File: src/rtl/mem_arbiter.sv
// mem_arbiter: shares one RAM port between instruction and data requesters,
// data-first with a starvation guard, sticky timeout error on long stalls.
module mem_arbiter #(
    parameter int STARVE_LIMIT = 4,
    parameter int TIMEOUT = 255
) (
    input  logic        CLK,
    input  logic        RST,
    input  logic        iREN,
    input  logic [31:0] iaddr,
    output logic        iwait,
    output logic [31:0] iload,
    input  logic        dREN,
    input  logic        dWEN,
    input  logic [31:0] daddr,
    input  logic [31:0] dstore,
    output logic        dwait,
    output logic [31:0] dload,
    output logic        ramREN,
    output logic        ramWEN,
    output logic [31:0] ramaddr,
    output logic [31:0] ramstore,
    input  logic [31:0] ramload,
    input  logic [1:0]  ramstate,
    output logic        err
);
    localparam int SW = $clog2(STARVE_LIMIT + 1);
    localparam int BW = $clog2(TIMEOUT + 1);
    localparam logic [SW-1:0] SLIM = SW'(STARVE_LIMIT);
    localparam logic [BW-1:0] TLIM = BW'(TIMEOUT);
    localparam logic [1:0] ACCESS = 2'd2;
    typedef enum logic [1:0] {IDLE, IACC, DACC} state_t;
    state_t state;
    logic [SW-1:0] starve;
    logic [BW-1:0] busy;
    logic idone, ddone;
    always_comb begin
        idone = state == IACC && ramstate == ACCESS;
        ddone = state == DACC && ramstate == ACCESS;
        iwait = !idone;
        dwait = !ddone;
        iload = idone ? ramload : '0;
        dload = ddone ? ramload : '0;
    end
    // RAM strobes/address/data are registered at the grant edge and double as the access latch
    always_ff @(posedge CLK) begin
        if (RST) begin
            state    <= IDLE;
            ramREN   <= 1'b0;
            ramWEN   <= 1'b0;
            ramaddr  <= '0;
            ramstore <= '0;
            starve   <= '0;
            busy     <= '0;
            err      <= 1'b0;
        end else if (state == IDLE) begin
            busy <= '0;
            if ((dREN || dWEN) && starve < SLIM) begin
                state    <= DACC;
                ramREN   <= !dWEN;
                ramWEN   <= dWEN;
                ramaddr  <= daddr;
                ramstore <= dstore;
                starve   <= iREN ? starve + 1'b1 : '0;
            end else if (iREN) begin
                state   <= IACC;
                ramREN  <= 1'b1;
                ramaddr <= iaddr;
                starve  <= '0;
            end else begin
                starve <= '0;
            end
        end else if (ramstate == ACCESS) begin
            state    <= IDLE;
            ramREN   <= 1'b0;
            ramWEN   <= 1'b0;
            ramaddr  <= '0;
            ramstore <= '0;
            busy     <= '0;
        end else begin
            busy <= busy == TLIM ? busy : busy + 1'b1;
            if (busy == TLIM - 1'b1) err <= 1'b1;
        end
    end
endmodule

File: config.mk
export PLATFORM = sky130hd
export DESIGN_NAME = mem_arbiter
export DESIGN_NICKNAME = d
export VERILOG_FILES = /design/src/rtl/mem_arbiter.sv
export SDC_FILE = /design/constraint.sdc
export NUM_CORES = 1
export LEC_CHECK = 0
export CAP_MARGIN = 20
export CORE_ASPECT_RATIO = 0.5
export CORE_MARGIN = 3
export CORE_UTILIZATION = 33
export CTS_CLUSTER_SIZE = 8
export DETAILED_ROUTE_END_ITERATION = 6
export MAX_ROUTING_LAYER = met4
export PLACE_DENSITY = 0.76
export SYNTH_ARGS = -nofsm -noshare
export SYNTH_HDL_FRONTEND = slang
export SYNTH_SLANG_ARGS = --single-unit
File: constraint.sdc
create_clock -name CLK -period 1.3 [get_ports CLK]
set_input_delay 0.195 -clock CLK [delete_from_list [all_inputs] [get_ports CLK]]
set_output_delay 0.195 -clock CLK [all_outputs]
set_load 0.1 [all_outputs]
# Word level (Yosys, flattened, before mapping)

Cells that the tools add are included.

Bits in registers: 80
Latch bits: 0
RAM bits: 0
ROM bits: 0
Bits of input ports: 135
Output and inout port bits: 133
Logic and storage cells: 53
Memories kept: 0

$add $sub $neg: 2
$mul: 0
Divide/modulo/power cells: 0
Magnitude comparators: 1
Equality and inequality tests: 7
Shift operators: 0
Mux-type cells: 20
Bitwise logic cells: 2
Reduce and logical (&&, ||, !) cells: 13

Operators with widths:

| operator                                       | count |
|---|---|
| 2-to-1 mux 32 bit                              | 8 |
| == test 8 bit (second input constant)          | 2 |
| adder 8 x 1 -> 8 bit (second input constant)   | 1 |
| 2-to-1 mux 2 bit                               | 4 |
| 2-to-1 mux 1 bit                               | 6 |
| 2-to-1 mux 3 bit                               | 2 |
| == test 2 bit (second input constant)          | 2 |
| AND reduction 2 bit                            | 2 |
| adder 3 x 1 -> 3 bit (second input constant)   | 1 |
| logical AND 1 bit                              | 3 |
| logical NOT 1 bit                              | 3 |
| < comparator 3 bit (second input constant)     | 1 |
| != test 3 x 2 -> 1 bit (second input constant) | 1 |
| AND reduction 3 bit                            | 1 |
| OR reduction 3 bit                             | 1 |
| == test 2 x 1 -> 1 bit (second input constant) | 1 |
| logical NOT 2 bit                              | 1 |
| != test 2 x 1 -> 1 bit (second input constant) | 1 |
| inverter 1 bit                                 | 2 |
| nonzero test 2 bit                             | 1 |
| logical OR 1 bit                               | 1 |

# Depth between registers and ports, before layout

Depth after elaboration: 4
Mapped depth: 5
Mapped depth without buffers: 5

# Worst setup path before layout

OpenSTA, ideal clock, no wires.

Kind: input -> output
From: input port ramstate[0]
To: output port iload[22]
Data arrival time: 1755 ps
Data required time: 1105 ps
Setup slack: -650 ps
Stages: 5
Buffers on the path: 2
Path through: nand2b_1 > buf_2 > nor3b_2 > clkbuf_1 > and2_1

Longest elaborated chain between the ends: 3

RTL lines:

| element            | RTL line | source |
|---|---|---|
| start: declaration | 24       | `input logic [1:0] ramstate,` |
| == test 2 bit      | 38       | `idone = state == IACC && ramstate == ACCESS;` |
| logical AND 1 bit  | 38       |  |
| 2-to-1 mux 32 bit  | 42       | `iload = idone ? ramload : '0;` |
| end: declaration   | 12       | `output logic [31:0] iload,` |

No other way between the ends.

# Worst setup path after layout

From: register state[1]
To: output port dload[12]

Longest elaborated chain between the ends: 3

RTL lines:

| element                  | RTL line | source |
|---|---|---|
| start: declaration       | 33       | `state_t state;` |
| start signal: assignment | 48       | `state <= IDLE;` |
| start signal: assignment | 59       | `state <= DACC;` |
| start signal: assignment | 66       | `state <= IACC;` |
| == test 2 bit            | 39       | `ddone = state == DACC && ramstate == ACCESS;` |
| logical AND 1 bit        | 39       |  |
| 2-to-1 mux 32 bit        | 43       | `dload = ddone ? ramload : '0;` |
| end: declaration         | 18       | `output logic [31:0] dload,` |

No other way between the ends.

==> qor.yml <==
outcome: "finished, violations left"
violations: "negative setup slack"
hpwl_mm: 12.7
critPathArrivalTime_ns: 1.68
synth-compound-area-share_pct: 18.1
clkSlewWorstSetupHoldPaths_ns: 0.07
final-hold-violation-count: 0
grt_pass1_wl_mm: 30.9
grt_pass1_vias: 5135
cts_hold_buf: 0
drv_slew: 0
final_cells: 917
syn_avg_cell_area_um2: 8.90
critPathRequiredTime_ns: 1.11
vias_per_cell: 6.01
ioPinCount: 268
synth_nets: 585
synthCells: 447
clock_latency_ns: 0.36
synth_xor_area_share_pct: 0.220
worst_setup_path_start_kind: "flop"
synth_top_family_by_area: "simple AND/OR/NAND/NOR gates"
synthSimpleGateAreaFrac_pct: 24.2
antenna_left: 0
drive_above_1_share_pct: 53.0
swShare_pct: 41.4
grt_max_degree: 34
period_share_pct: 145
synth_top_area_share_pct: 40.3
num_vias: 5509
synthMuxAreaShare_pct: 8.40
cts_buffers: 9
dp.cells: 868
cp-end-kind: "output pin"
finalWorstSetupSlack_ns: -0.579
grt_remaining_overflow: 0
synth_edf_count: 0
p_seq_share_pct: 28.3
fin_skew_ns: 0.0126
layout.nets: 889
path_class: "flop to output pin"
min_period_ns: 1.88
area_growth_pct: 156
core_area_mm2: 0.0114
ys_seq_area_share_pct: 40.3
fin_area_mm2: 0.0102
place.gp.congestion: 0.843
max-cap-violations: 0
place_area_mm2: 0.00859
combPwrFrac_pct: 45.3
tightest_slew_ns: 0.467
clkPwrFrac_pct: 26.4
ir_drop_mv: 0.849
synth-async-reset-ratio_pct: 0
wl_per_cell_um: 30.3
rows: 27
drc: 0
yosys.area.top_type: "dfxtp_1"
intPower_w: 0.00611
power_density_mw_per_mm2: 1020
min_path_type: "input port to flop"
p_switching_w: 0.00431
routed_wl_mm: 27.8
synth_top_flop_cell: "dfxtp_1"
die_area_mm2: 0.0135
cts_tree: "yes"
die_y_um: 83.6
synth.lib_cells_used.distinct: 42
crit_path_max_fanout: 8
rsz0062_at_grt: "yes"
cts.path.max_buffers: 2
final_core_util_pct: 89.6
fin_tns_setup_ns: -67.01
synth_area_leaders: "dfxtp_1 40%, and2_1 15%, mux2i_1 8.1%"
timing.fmax_mhz: 532
root_buffer: "clkbuf_16"
setup_viol: 146
p_leak_nw: 3.92
htreeDepth: 3
relSlewSlack_pct: 68.0
yosysWarnings: 0
syn_area_mm2: 0.00398
port_buffers: 267
synth_fa_ha_area_share_pct: 0.943
antenna_found_initial: 2
die_w_um: 161
ys_ff_latch: 80
grt_use_total_pct: 30.4
clock_sinks: 80
start_util_pct: 34.9
first_pass_iters: 5
drt_iter0_drc: 474
## through the flow
stage               hold slack (ns)  power, W  setup WS (ns)
floorplan                     0.330   0.00501         -0.195
global placement              0.443   0.00665         -0.510
detailed placement            0.456   0.00671         -0.524
CTS                           0.385   0.00980         -0.475
global route                  0.428    0.0106         -0.602
finish                        0.422    0.0104         -0.579
## kinds of logic after synthesis
logic type / after synthesis
AO/OA/AOI/OAI: 88
XOR/XNOR: 1
adder cells (fa/ha/maj): 3
buffers and inverters: 74
flip-flops: 80
multiplexers: 33
AND/OR/NAND/NOR: 168
## flip-flops by register name (all words and copies together) (netlist names)
name	flops
err	1
ramWEN	1
busy	8
ramREN	1
state	2
starve	3
ramstore	32
ramaddr	32
## synthesized netlist by cell type, types with 2 or more instances
library cell   n
a211oi_1       2
nor3b_2        2
buf_6          3
and3_1         2
nor2_1         3
inv_1         37
o2bb2ai_1     32
or3_1          2
o21ai_0        2
nor3_1         4
o21bai_1       2
and2_1        96
a31oi_1        5
dfxtp_1       80
buf_2          9
o32ai_1       32
nand2_1       40
nand3_1        5
mux2i_1       32
a21oi_1        7
nand4b_1       2
ha_1           3
clkbuf_1      23
nand4_1        4
## path summary, 6_finish.rpt
| check | start | end | slack, ns | cells past startpoint |
|---|---|---|---|---|
| worst min-delay path | dstore[14] | ramstore[14] | 0.42 | 3 |
| worst max-delay path | state[1] | dload[12] | -0.58 | 5 |
| worst max register to register | state[0] | ramaddr[21] | -0.57 | 8 |
| worst min register to register | ramaddr[2] | ramaddr[2] | 0.51 | 1 |
## metal layers
metal | routed length [um] | global-route usage (%)
met5 | 0 | -
met4 | 2400 | 9.60
met3 | 2140 | 5.90
met2 | 13900 | 57.1
met1 | 9420 | 32.2
## power by group through the flow
stage	clock, W	combinational (W)	sequential [W]
final	0.00275	0.00472	0.00295
after global routing	0.00284	0.00478	0.00296
after CTS	0.00266	0.00425	0.00289
after detailed placement	0	0.00377	0.00294
after global placement	0	0.00373	0.00292
after floorplan	0	0.000857	0.00415
## cell type report
class	count	area, um^2
diodes	2	5.00
clock buffers	9	225
clock inverters	7	78.8
fillers	382	1180
inverters	38	150
multi-input cells	293	3010
flip-flops and latches	80	1650
well taps	159	199
repair buffers	329	4890
## layout by cell type (no fill, tap or decap), types with 12 or more instances in the layout
cell type,n
dfxtp_2,36
clkdlybuf4s50_1,132
nand2_1,38
dfxtp_1,42
buf_12,147
and2_1,32
and2_4,64
mux2i_1,32
buf_4,23
o32ai_2,17
inv_1,35
buf_6,13
clkbuf_16,12
o2bb2ai_2,22
## timing repair
| action | 4_1_cts | 5_1_grt |
|---|---|---|
| gates cloned | 11 | 4 |
| gates resized for setup | 47 | 102 |
| setup buffers | 15 | 10 |
| endpoints found under the setup margin | 133 | 145 |
| pin swaps | 10 | 11 |
## critical path, stage by stage, from the launching register on
cell     delay, ns
dfxtp_4       0.39
nor3b_4       0.27
buf_6         0.18
buf_16        0.14
and2_4        0.17
buf_12        0.17
Note: power is estimated with default switching activity, not from simulation.
